### config.mk
export PLATFORM = sky130hd
export DESIGN_NAME = vga_frame_reader_flat
export DESIGN_NICKNAME = d
export VERILOG_FILES = /design/src/rtl/vga_frame_reader_if.sv /design/src/rtl/vga_frame_reader.sv /design/src/flat_wrapper.sv
export SDC_FILE = /design/constraint.sdc
export NUM_CORES = 1
export LEC_CHECK = 0
export BUFFER_PORTS_ARGS = -buffer_cell sky130_fd_sc_hd__buf_2
export CAP_MARGIN = 30
export CORE_MARGIN = 2
export CORE_UTILIZATION = 49
export DETAILED_ROUTE_END_ITERATION = 10
export GPL_TIMING_DRIVEN = 0
export HOLD_SLACK_MARGIN = 0.03
export PLACE_DENSITY = 0.73
export SYNTH_ARGS = -nofsm -noshare
export SYNTH_HDL_FRONTEND = slang
export SYNTH_SLANG_ARGS = --single-unit
### constraint.sdc
create_clock -name clk -period 5 [get_ports clk]
set_clock_uncertainty 0.1 [all_clocks]
set_input_delay 0 -clock clk [delete_from_list [all_inputs] [get_ports clk]]
set_output_delay 0 -clock clk [all_outputs]
set_load 0.05 [all_outputs]
### src/rtl/vga_frame_reader_if.sv
`default_nettype none
// +----------------------------------------------------------------------------+
// | vga_frame_reader_if : memory read port between the VGA reader and the      |
// |                       display-side port of the dual-port data memory      |
// | Revision 1.0                                                               |
// +----------------------------------------------------------------------------+
interface vga_frame_reader_if;
  logic [17:0] address_vga;
  logic [7:0]  color;

  modport master (output address_vga, input  color);
  modport slave  (input  address_vga, output color);
endinterface
`default_nettype wire

### src/rtl/vga_frame_reader.sv
`default_nettype none
// +----------------------------------------------------------------------------+
// | vga_frame_reader : 640x480@60 VGA timing, linear image fetch from memory   |
// |                    and DE1-SoC DAC outputs, all in the pixel-clock domain  |
// | Revision 1.0                                                               |
// +----------------------------------------------------------------------------+
module vga_frame_reader #(
  parameter int unsigned H_VIS    = 640,
  parameter int unsigned H_FP     = 16,
  parameter int unsigned H_SYNC   = 96,
  parameter int unsigned H_BP     = 48,
  parameter int unsigned V_VIS    = 480,
  parameter int unsigned V_FP     = 10,
  parameter int unsigned V_SYNC   = 2,
  parameter int unsigned V_BP     = 33,
  parameter int unsigned IMG_W    = 256,
  parameter int unsigned IMG_H    = 256,
  parameter int unsigned IMG_X0   = 0,
  parameter int unsigned IMG_Y0   = 0,
  parameter int unsigned READ_LAT = 1
) (
  input  logic               clk,
  input  logic               reset,
  vga_frame_reader_if.master mem,
  output logic               vga_hsync,
  output logic               vga_vsync,
  output logic               vga_blank_n,
  output logic               vga_sync_n,
  output logic [7:0]         vga_r,
  output logic [7:0]         vga_g,
  output logic [7:0]         vga_b,
  output logic               frame_start
);

  localparam int unsigned H_TOT = H_VIS + H_FP + H_SYNC + H_BP;
  localparam int unsigned V_TOT = V_VIS + V_FP + V_SYNC + V_BP;
  localparam int unsigned HW    = $clog2(H_TOT);
  localparam int unsigned VW    = $clog2(V_TOT);

  typedef struct packed {
    logic fs;
    logic in_img;
    logic vs_n;
    logic hs_n;
    logic vis;
  } tap_t;

  localparam tap_t TAP_IDLE = '{fs: 1'b0, in_img: 1'b0, vs_n: 1'b1, hs_n: 1'b1, vis: 1'b0};

  logic [HW-1:0] h_cnt_q, h_cnt_d;
  logic [VW-1:0] v_cnt_q, v_cnt_d;
  logic [17:0]   pix_q, pix_d;
  logic [31:0]   h_ext, v_ext;
  logic          h_last, v_last;
  tap_t          tap0;
  tap_t          dly_q [READ_LAT];
  tap_t          tap_out;

  logic          hs_q, vs_q, blank_q, fs_q;
  logic [7:0]    rgb_q;

  assign h_ext  = 32'(h_cnt_q);
  assign v_ext  = 32'(v_cnt_q);
  assign h_last = (h_ext == H_TOT - 1);
  assign v_last = (v_ext == V_TOT - 1);

  // Window tests use unsigned subtraction: a counter below the window start
  // wraps to a huge value and falls outside the width test.
  always_comb begin
    tap0        = TAP_IDLE;
    tap0.vis    = (h_ext < H_VIS) && (v_ext < V_VIS);
    tap0.hs_n   = !((h_ext - (H_VIS + H_FP)) < H_SYNC);
    tap0.vs_n   = !((v_ext - (V_VIS + V_FP)) < V_SYNC);
    tap0.in_img = ((h_ext - IMG_X0) < IMG_W) && ((v_ext - IMG_Y0) < IMG_H);
    tap0.fs     = (h_cnt_q == '0) && (v_cnt_q == '0);
  end

  always_comb begin
    h_cnt_d = h_last ? '0 : h_cnt_q + HW'(1);
    v_cnt_d = v_cnt_q;
    if (h_last) begin
      v_cnt_d = v_last ? '0 : v_cnt_q + VW'(1);
    end
    pix_d = pix_q;
    if (h_last && v_last) begin
      pix_d = '0;
    end else if (tap0.in_img) begin
      pix_d = pix_q + 18'd1;
    end
  end

  always_ff @(posedge clk) begin
    if (reset) begin
      h_cnt_q <= '0;
      v_cnt_q <= '0;
      pix_q   <= '0;
    end else begin
      h_cnt_q <= h_cnt_d;
      v_cnt_q <= v_cnt_d;
      pix_q   <= pix_d;
    end
  end

  // Pixel counter walks the image row-major, so it equals the linear index.
  assign mem.address_vga = tap0.in_img ? pix_q : '0;

  always_ff @(posedge clk) begin
    if (reset) begin
      for (int i = 0; i < int'(READ_LAT); i++) begin
        dly_q[i] <= TAP_IDLE;
      end
    end else begin
      dly_q[0] <= tap0;
      for (int i = 1; i < int'(READ_LAT); i++) begin
        dly_q[i] <= dly_q[i-1];
      end
    end
  end

  assign tap_out = dly_q[READ_LAT-1];

  always_ff @(posedge clk) begin
    if (reset) begin
      hs_q    <= 1'b1;
      vs_q    <= 1'b1;
      blank_q <= 1'b0;
      fs_q    <= 1'b0;
      rgb_q   <= 8'd0;
    end else begin
      hs_q    <= tap_out.hs_n;
      vs_q    <= tap_out.vs_n;
      blank_q <= tap_out.vis;
      fs_q    <= tap_out.fs;
      rgb_q   <= (tap_out.in_img && tap_out.vis) ? mem.color : 8'd0;
    end
  end

  assign vga_hsync   = hs_q;
  assign vga_vsync   = vs_q;
  assign vga_blank_n = blank_q;
  assign vga_sync_n  = 1'b0;
  assign vga_r       = rgb_q;
  assign vga_g       = rgb_q;
  assign vga_b       = rgb_q;
  assign frame_start = fs_q;

endmodule
`default_nettype wire

### src/flat_wrapper.sv
// flat-port wrapper written by rule: the top's interface ports become plain ports
module vga_frame_reader_flat 
#(
  parameter int unsigned H_VIS    = 640,
  parameter int unsigned H_FP     = 16,
  parameter int unsigned H_SYNC   = 96,
  parameter int unsigned H_BP     = 48,
  parameter int unsigned V_VIS    = 480,
  parameter int unsigned V_FP     = 10,
  parameter int unsigned V_SYNC   = 2,
  parameter int unsigned V_BP     = 33,
  parameter int unsigned IMG_W    = 256,
  parameter int unsigned IMG_H    = 256,
  parameter int unsigned IMG_X0   = 0,
  parameter int unsigned IMG_Y0   = 0,
  parameter int unsigned READ_LAT = 1
)
  (clk, reset, vga_hsync, vga_vsync, vga_blank_n, vga_sync_n, vga_r, vga_g, vga_b, frame_start, mem_address_vga, mem_color);
  vga_frame_reader_if mem_i ();
  input  logic clk;
  input  logic reset;
  output logic vga_hsync;
  output logic vga_vsync;
  output logic vga_blank_n;
  output logic vga_sync_n;
  output logic [7:0] vga_r;
  output logic [7:0] vga_g;
  output logic [7:0] vga_b;
  output logic frame_start;
  output wire logic [$bits(mem_i.address_vga)-1:0] mem_address_vga;
  input wire logic [$bits(mem_i.color)-1:0] mem_color;
  assign mem_address_vga = mem_i.address_vga;
  assign mem_i.color = mem_color;
  vga_frame_reader #(.H_VIS(H_VIS), .H_FP(H_FP), .H_SYNC(H_SYNC), .H_BP(H_BP), .V_VIS(V_VIS), .V_FP(V_FP), .V_SYNC(V_SYNC), .V_BP(V_BP), .IMG_W(IMG_W), .IMG_H(IMG_H), .IMG_X0(IMG_X0), .IMG_Y0(IMG_Y0), .READ_LAT(READ_LAT)) u_core (.clk(clk), .reset(reset), .mem(mem_i), .vga_hsync(vga_hsync), .vga_vsync(vga_vsync), .vga_blank_n(vga_blank_n), .vga_sync_n(vga_sync_n), .vga_r(vga_r), .vga_g(vga_g), .vga_b(vga_b), .frame_start(frame_start));
endmodule
==> results of run 1 <==
[power groups by stage]
stage,sequential (mW),clock [mW],combinational (mW)
2_1_floorplan,0.472,0,0.0462
6_report,0.455,0.244,0.0763
3_5_place_dp,0.465,0,0.0713
4_1_cts,0.455,0.249,0.0764
3_3_place_gp,0.465,0,0.0701
5_1_grt,0.457,0.270,0.0817
[worst min-delay path, stage by stage]
cell,delay [ns]
buf_2,0.11
clkbuf_1,0.21
nor2_1,0.14
[routing by layer]
metal,vias to the layer above,global-route usage (%),part of all wire (%)
met3,9,4.53,6.7
met1,1049,25.5,49
met2,77,27.4,43
met5,-,0,0
li1,1176,-,-
met4,0,5.71,1.4
[metrics by stage]
step           worst slack [ns]  area [sq um]  power [mW]  std cells
3_3_place_gp               2.21          3000       0.535        429
6_report                   2.11          3170       0.775        445
4_1_cts                    2.16          3170       0.781        445
2_1_floorplan              2.71          2640       0.519        304
3_5_place_dp               2.17          3000       0.536        429
5_1_grt                    1.91          3170       0.808        445
[state kept, by name (all words and copies together) (netlist names)]
name / cells
u_core.vga_b: 8
u_core.vga_vsync: 1
u_core.h_cnt_q: 10
u_core.v_cnt_q: 10
u_core.frame_start: 1
u_core.vga_blank_n: 1
u_core.vga_hsync: 1
u_core.dly_q: 5
u_core.pix_q: 18
[synth_stat cells, types with 2 or more instances]
library cell	n	area [sq um]
nor2_1	30	113
a31o_2	2	17.5
or3_1	10	62.6
buf_6	2	22.5
ha_1	11	138
and2_1	16	100
clkbuf_1	9	33.8
nand3_1	13	65.1
and3_1	15	93.8
nor4_1	6	37.5
nand4_1	13	81.3
dfxtp_1	55	1100
xnor2_1	12	105
o21ai_0	12	60.1
buf_2	2	10.0
nand2_1	16	60.1
a21oi_1	15	75.1
nor2b_1	2	12.5
or2_2	2	12.5
o221ai_1	2	17.5
nor3_1	2	10.0
or4_1	3	22.5
and4_1	3	26.3
inv_1	11	41.3
xor2_1	10	87.6
buf_4	17	128
[final cells by class]
cell class / instances / share of cell area, %
buffer: 31 / 6.28
sequential: 55 / 34.7
inverter: 11 / 1.30
timing repair buffer: 63 / 11.2
clock inverter: 3 / 0.632
tap: 70 / 2.76
clock buffer: 5 / 2.17
multi-input combinational: 207 / 40.9
[what timing repair did]
action | CTS | global route
hold buffers | 8 | 0
hold endpoints to repair | 8 | 0
setup buffers | 0 | 0
resized for setup | 0 | 0
[worst max-delay path by stage]
| stage | start | endpoint | depth (start not counted) | slack, ns |
|---|---|---|---|---|
| global route | u_core.h_cnt_q[0]$_SDFF_PP0_ | u_core.v_cnt_q[5]$_SDFFE_PP0P_ | 7 | 1.91 |
| detailed placement | u_core.h_cnt_q[6]$_SDFF_PP0_ | u_core.v_cnt_q[0]$_SDFFE_PP0P_ | 6 | 2.17 |
| finish | u_core.h_cnt_q[6]$_SDFF_PP0_ | u_core.v_cnt_q[2]$_SDFFE_PP0P_ | 6 | 2.11 |
| floorplan | u_core.h_cnt_q[8]$_SDFF_PP0_ | u_core.pix_q[13]$_SDFFE_PP0P_ | 7 | 2.71 |
| global placement | u_core.h_cnt_q[6]$_SDFF_PP0_ | u_core.v_cnt_q[0]$_SDFFE_PP0P_ | 6 | 2.21 |
| CTS | u_core.h_cnt_q[6]$_SDFF_PP0_ | u_core.v_cnt_q[0]$_SDFFE_PP0P_ | 6 | 2.16 |
[cell families after synthesis]
family / Yosys count / synth area share (%)
AO/OA/AOI/OAI: 34 / 7.26
XOR/XNOR: 22 / 7.31
adder cells (fa/ha/maj): 11 / 5.22
buffers and inverters: 42 / 9.11
flip-flops: 55 / 41.7
multiplexers: 1 / 0.380
other: 1 / 0.142
AND/OR/NAND/NOR: 138 / 28.8
==> impl_metrics.toml, run 1 <==
[status]
status = "complete, no violations"

[routing]
drc_errors = 0
vias_per_cell = 5.19
vias = 2311
drt-initial-drc-count = 131
post_drt_wl_per_cell_microns = 12.2
final_antenna_net_count = 0
wirelength_mm = 5.42
dr.pass1.iters = 4

[cts]
clkSinkCount = 55
cts_tree = "yes"
root_buffer = "clkbuf_8"
clkTransAtPathRegs_ns = 0.10
cts_buffers = 5
cts_max_level = 2
cts.path.max_buffers = 2
clk_latency_ns = 0.30

[worst_hold_path]
hold_class = "in -> reg"
holdPathEnd = "u_core.dly_q[0][3]$_SDFF_PP0_"
hold_start = "reset"
worstHoldPathCells = 3

[setup_path]
worstRegToRegCells = 6
timing.rr.end = "u_core.v_cnt_q[2]$_SDFFE_PP0P_"
cp-start-kind = "flip-flop"
critical_path.most_common_cell = "clkbuf_1"
worst_path_largest_cell_delay_ns = 0.64
critPathSlowestCell = "nor3b_1"
cp_cell_sequence = "clkbuf_1, nor3b_1, nand3_1, o21ai_1, clkbuf_1, nor2_1"
cp.required_ns = 5.09
rr_startpoint = "u_core.h_cnt_q[6]$_SDFF_PP0_"
end_kind = "flip-flop"
regToRegSetupSlack_ns = 2.11
crit_arrival_ns = 2.97
crit_family = "simple AND/OR/NAND/NOR gates"
timing.critical_path.fanout_max = 10
path_class = "reg -> reg"
crit_buf_inv = 2

[floorplan]
die_height_microns = 77.4
initial_core_util_pct = 51.3
num_rows = 26
dieArea_sq_um = 5990
die_w_microns = 77.4
core_sq_um = 5140
io_pins = 57

[layout]
antenna_cells = 0
area_growth_pct = 20.2
fill_cells = 469
multi_input_area_sq_um = 1300
post-route-util_pct = 61.7
final_common_cell = "buf_2"
nets = 395
most-common-layout-cells = "buf_2, dfxtp_1, nor2_1"
seq_area_sq_um = 1100
drive_gt1_share_pct = 24.3

[synth]
synth-main-ff-cell = "dfxtp_1"
seq_area_frac_synth_pct = 41.7
async_flop_share_pct = 0
netlist_instances = 304
yosys_warnings = 0
synth_edf_count = 0
syn_area_sq_um = 2640
ys_seq_elements = 55
syn-mean-instance-area_sq_um = 8.68
synthesis.nets = 325
synth_cell_types = 39

[timing]
slew_headroom_pct = 34.8
setup_viol = 0
rsz0062_at_grt = "no"
fmax_ghz = 0.346
fin_tns_setup_ns = 0
worst_hold_slack_ns = 0.0856
period_share_pct = 57.7
slew_violations = 0
finalHoldViolCount = 0
worst_slew_pin_slew_ns = 0.969
finalCriticalPeriod_ns = 2.89

[place]
dpl.hpwl_mm = 3.89
port-buffer-count = 55
place_congestion = 0.831

[power_and_ir_drop]
seqPwrFrac_pct = 58.7
internal_power_mw = 0.571
power_per_cell_area_nw_per_um2 = 244
ir_worst_vdd_v = 0.000100
power_leakage_nw = 1.40
clock_power_share_pct = 31.5
p_sw_mw = 0.204
p_comb_share_pct = 9.8
power_switching_share_pct = 26.4

[run]
cap_violations = 0

[global_route]
grt_max_degree = 18
grt_first_pass_wirelength_mm = 8.97
antenna_found_initial = 0
grt_overflow = 0
grtUsageTotal_pct = 18.1
first_global_vias = 1937
Note: power is estimated with default switching activity, not from simulation.
==> inputs of run 2 (changes only) <==
--- a/config.mk
+++ b/config.mk
@@ -12,7 +12,7 @@
 export DETAILED_ROUTE_END_ITERATION = 10
 export GPL_TIMING_DRIVEN = 0
 export HOLD_SLACK_MARGIN = 0.03
-export PLACE_DENSITY = 0.73
+export PLACE_DENSITY = 0.76
 export SYNTH_ARGS = -nofsm -noshare
 export SYNTH_HDL_FRONTEND = slang
 export SYNTH_SLANG_ARGS = --single-unit
==> constraint.sdc (replaced) <==
create_clock -name clk -period 2.6 [get_ports clk]
set_clock_uncertainty 0.1 [all_clocks]
set_input_delay 0 -clock clk [delete_from_list [all_inputs] [get_ports clk]]
set_output_delay 0 -clock clk [all_outputs]
set_load 0.05 [all_outputs]
==> impl_metrics.toml, run 2 (same netlist as run 1, synthesis figures left out) <==
[status]
status = "complete, no violations"

[global_route]
grt_first_pass_wirelength_mm = 9.00
first_global_vias = 1951
grt_use_met2_pct = 28.8
met1_usage_pct = 25.0
grt_overflow = 0
grtUsageTotal_pct = 18.1
antenna_found_initial = 0
gr-max-usage-layer = "met2"
grt_max_degree = 19
grt_util_met3_pct = 3.37

[timing]
setup_viol = 0
finalCriticalPeriod_ns = 2.44
fin_tns_setup_ns = 0
worst_slew_pin_slew_ns = 0.944
slew_headroom_pct = 36.5
fmax_ghz = 0.409
slew_violations = 0
rsz0062_at_grt = "no"
finalHoldViolCount = 0
period_share_pct = 93.9

[setup_path]
crit_buf_inv = 3
startpoint = "u_core.h_cnt_q[8]$_SDFF_PP0_"
crit_family = "simple AND/OR/NAND/NOR gates"
crit_arrival_ns = 2.34
timing.critical_path.fanout_max = 10
cp-start-kind = "flip-flop"
worst_path_largest_cell_delay_ns = 0.77
critPathSlowestCell = "nor4_1"
rr_startpoint = "u_core.h_cnt_q[8]$_SDFF_PP0_"
end_kind = "primary output"
path_class = "reg -> out"
cp.required_ns = 2.50
cp_cell_sequence = "buf_6, nor4_1, clkbuf_1, and2_1, buf_2"

[cts]
root_buffer = "clkbuf_8"
clkTransAtPathRegs_ns = 0.10
post_cts_buffers = 0
cts_buffers = 5
clk_latency_ns = 0.31
cts_tree = "yes"
cts.path.max_buffers = 2
cts_max_level = 2
clkSinkCount = 55

[layout]
area_growth_pct = 22.1
stdcell_count = 445
antenna_cells = 0
reg.largest.list = "u_core.pix_q x18, u_core.h_cnt_q x10, u_core.v_cnt_q x10"
post-route-util_pct = 62.6
nets = 395
drive_gt1_share_pct = 25.3
design_area_sq_um = 3220
most-common-layout-cells = "buf_2, dfxtp_1, nor2_1"
top_register = "u_core.pix_q"
fill_cells = 469
final_common_cell = "buf_2"
largest_reg_flops = 18

[place]
dpl.hpwl_mm = 3.79
dp_cells = 429
dpl_cell_area_sq_um = 3000
place_congestion = 0.819
port-buffer-count = 55

[floorplan]
initial_core_util_pct = 51.3
die_w_microns = 77.4
core_sq_um = 5140
num_rows = 26
die_height_microns = 77.4
io_pins = 57
dieArea_sq_um = 5990

[routing]
dr.pass1.iters = 4
drt-initial-drc-count = 108
post_drt_wl_per_cell_microns = 12.1
final_antenna_net_count = 0
vias_per_cell = 5.11
wirelength_mm = 5.40
drc_errors = 0
vias = 2276

[run]
cap_violations = 0

[worst_hold_path]
hold_start = "reset"
hold_class = "in -> reg"

[power_and_ir_drop]
power_leakage_nw = 1.43
ir_worst_vdd_v = 0.000278
power_per_cell_area_nw_per_um2 = 499
power_mw = 1.61
run 2: routing by layer:
metal	wire length, microns	up-vias
li1	-	1167
met1	2570	1041
met2	2470	61
met3	301	7
met4	59	0
met5	0	-
run 2: final timing paths:
| kind | end | slack (ns) | depth (start not counted) |
|---|---|---|---|
| min reg2reg | u_core.vga_hsync$_SDFF_PP1_ | 0.32 | 1 |
| min | u_core.dly_q[0][3]$_SDFF_PP0_ | 0.09 | 3 |
| max reg2reg | u_core.pix_q[15]$_SDFFE_PP0P_ | 0.21 | 7 |
| max | mem_address_vga[4] | 0.16 | 5 |
run 2: tightest hold or removal path: stages:
cell      delay (ns)
buf_2           0.11
clkbuf_1        0.22
nor2_1          0.14
run 2: cell type report:
cell class	count	area, sq um	share of cell area (%)
flip-flops and latches	55	1100	34.2
repair buffers	63	355	11.0
multi-input cells	207	1320	40.9
clock inverters	3	47.5	1.48
inverters	11	41.3	1.28
clock buffers	5	68.8	2.14
plain buffers	31	200	6.22
well taps	70	87.6	2.72
run 2: metrics by stage:
step | hold slack, ns | setup WS, ns
after floorplan | 0.0525 | 0.307
final | 0.0906 | 0.158
after global placement | 0.131 | -0.164
after CTS | 0.0904 | 0.00781
after detailed placement | 0.134 | -0.208
after global routing | 0.115 | 0.000591
run 2: repair_timing:
action                                  CTS  global route
gates resized for setup                   2             4
hold buffers                              8             0
cloned                                    0             0
endpoints found under the setup margin   20            20
endpoints found under the hold margin     8             0
run 2: report_power, final:
| part | leakage [nW] | switching [mW] | internal, mW |
|---|---|---|---|
| Combinational | 0.925 | 0.0967 | 0.0514 |
| Clock | 0.0587 | 0.293 | 0.292 |
| Sequential | 0.446 | 0.0154 | 0.859 |
==> inputs of run 3 (changes only) <==
--- a/config.mk
+++ b/config.mk
@@ -7,12 +7,14 @@
 export LEC_CHECK = 0
 export BUFFER_PORTS_ARGS = -buffer_cell sky130_fd_sc_hd__buf_2
 export CAP_MARGIN = 30
+export CELL_PAD_IN_SITES_DETAIL_PLACEMENT = 0
+export CELL_PAD_IN_SITES_GLOBAL_PLACEMENT = 2
 export CORE_MARGIN = 2
-export CORE_UTILIZATION = 49
+export CORE_UTILIZATION = 29
 export DETAILED_ROUTE_END_ITERATION = 10
 export GPL_TIMING_DRIVEN = 0
 export HOLD_SLACK_MARGIN = 0.03
-export PLACE_DENSITY = 0.76
+export PLACE_DENSITY_LB_ADDON = 0.1
 export SYNTH_ARGS = -nofsm -noshare
 export SYNTH_HDL_FRONTEND = slang
 export SYNTH_SLANG_ARGS = --single-unit
==> impl_metrics.toml, run 3 (same netlist as run 1, synthesis figures left out) <==
[floorplan]
initial_core_util_pct = 30.1
die_w_microns = 99.4
dieArea_sq_um = 9870
core_sq_um = 8760
num_rows = 34
die_height_microns = 99.4
io_pins = 57

[setup_path]
timing.rr.end = "u_core.pix_q[17]$_SDFFE_PP0P_"
path_class = "reg -> reg"
cp.required_ns = 2.75
critPathSlowestCell = "or4_1"
timing.critical_path.fanout_max = 10
startpoint = "u_core.h_cnt_q[8]$_SDFF_PP0_"
end_kind = "flip-flop"
crit_path_end = "u_core.pix_q[17]$_SDFFE_PP0P_"
critical_path.most_common_cell = "buf_6"
crit_family = "simple AND/OR/NAND/NOR gates"
crit_arrival_ns = 2.59
path_depth = 7
regToRegSetupSlack_ns = 0.16
crit_buf_inv = 3
cp-start-kind = "flip-flop"
rr_startpoint = "u_core.h_cnt_q[8]$_SDFF_PP0_"
worst_path_largest_cell_delay_ns = 0.52
cp_cell_sequence = "buf_6, or4_4, buf_6, or4_1, buf_2, or3_1, a21oi_1"
worstRegToRegCells = 7

[run]
cap_violations = 0

[layout]
most-common-layout-cells = "buf_2, dfxtp_1, nor2_1"
largest_reg_flops = 18
nets = 394
post-route-util_pct = 37.1
area_growth_pct = 23.1
top_register = "u_core.pix_q"
stdcell_count = 482
drive_gt1_share_pct = 25.7
reg.largest.list = "u_core.pix_q x18, u_core.h_cnt_q x10, u_core.v_cnt_q x10"
antenna_cells = 0
final_common_cell = "buf_2"

[global_route]
grtUsageTotal_pct = 12.7
grt_overflow = 0
grt_first_pass_wirelength_mm = 10.3
first_global_vias = 2007
grt_max_degree = 19
antenna_found_initial = 0

[place]
dp_cells = 467
place_congestion = 0.750
dpl.hpwl_mm = 4.47
port-buffer-count = 55

[timing]
rsz0062_at_grt = "no"
period_share_pct = 93.9
slew_headroom_pct = 60.9
finalCriticalPeriod_ns = 2.44
setup_viol = 0
slew_violations = 0
worst_slew_pin_slew_ns = 0.582
fmax_ghz = 0.410
fin_tns_setup_ns = 0
worst_hold_slack_ns = 0.0908
finalHoldViolCount = 0

[routing]
vias = 2222
wirelength_mm = 6.10
drc_errors = 0
post_drt_wl_per_cell_microns = 12.7
drt-initial-drc-count = 84
final_antenna_net_count = 0
vias_per_cell = 4.61
dr.pass1.iters = 4

[cts]
clk_latency_ns = 0.31
cts_buffers = 5
cts.path.max_buffers = 2
cts_tree = "yes"
cts_max_level = 2
clkTransAtPathRegs_ns = 0.10
root_buffer = "clkbuf_8"
clkSinkCount = 55

[power_and_ir_drop]
power_mw = 1.51
ir_worst_vdd_v = 0.000184
power_per_cell_area_nw_per_um2 = 466
power_leakage_nw = 1.42

[worst_hold_path]
hold_class = "in -> reg"

[status]
status = "complete, no violations"
-- run 3: changes by cell type in the layout (fill, tap and decap cells not counted) --
cell / delta
clkinv_4: +1
inv_6: -1
nor4_2: +1
clkinvlp_4: +1
nor4_1: -1
bufinv_16: -1
clkbuf_1: -1
-- run 3: area by class of cell --
type                    count  area (sq um)
repair buffers             63           355
clock buffers               5          68.8
well taps                 108           135
fillers                   920          5520
clock inverters             3          25.0
flip-flops and latches     55          1100
plain buffers              30           196
inverters                  11          41.3
multi-input cells         207          1320
-- run 3: report_power, final --
group	internal [mW]	total (mW)	switching, mW
logic	0.0515	0.149	0.0972
registers	0.859	0.875	0.0164
clock network	0.193	0.490	0.296
-- run 3: how the worst min path moves through the flow --
| stage | startpoint | endpoint | slack (ns) | cells after the start |
|---|---|---|---|---|
| after global placement | mem_color[1] | u_core.vga_b[1]$_SDFF_PP0_ | 0.13 | 2 |
| final | reset | u_core.dly_q[0][3]$_SDFF_PP0_ | 0.09 | 3 |
| after detailed placement | mem_color[5] | u_core.vga_b[5]$_SDFF_PP0_ | 0.13 | 2 |
| after CTS | reset | u_core.dly_q[0][3]$_SDFF_PP0_ | 0.09 | 3 |
| after global routing | reset | u_core.h_cnt_q[2]$_SDFF_PP0_ | 0.14 | 3 |
| after floorplan | mem_color[0] | u_core.vga_b[0]$_SDFF_PP0_ | 0.05 | 1 |
-- run 3: repair_timing --
action                                  in CTS  in global routing
buffers inserted                             0                  0
hold buffers                                 8                  0
endpoints found under the setup margin      32                 20
gates resized for setup                      6                  0
hold endpoints to repair                     8                  0
-- run 3: tightest hold or removal path: cells and delay by family --
family / cells / cell delay [ns]
buffers and inverters: 2 / 0.33
and+or+nand+nor: 1 / 0.14
-- run 3: metrics by stage --
step / setup slack (ns) / area, sq um
3_3_place_gp: -0.515 / 3050
6_report: 0.160 / 3250
3_5_place_dp: -0.503 / 3050
2_1_floorplan: 0.307 / 2640
5_1_grt: 0.0363 / 3250
4_1_cts: 0.134 / 3250
-- run 3: metal layers --
layer / GRT usage, % / share of wire (%)
met1: 18.0 / 51
met2: 19.6 / 44
met3: 2.39 / 4.2
met4: 3.79 / 0.84
met5: 0 / 0
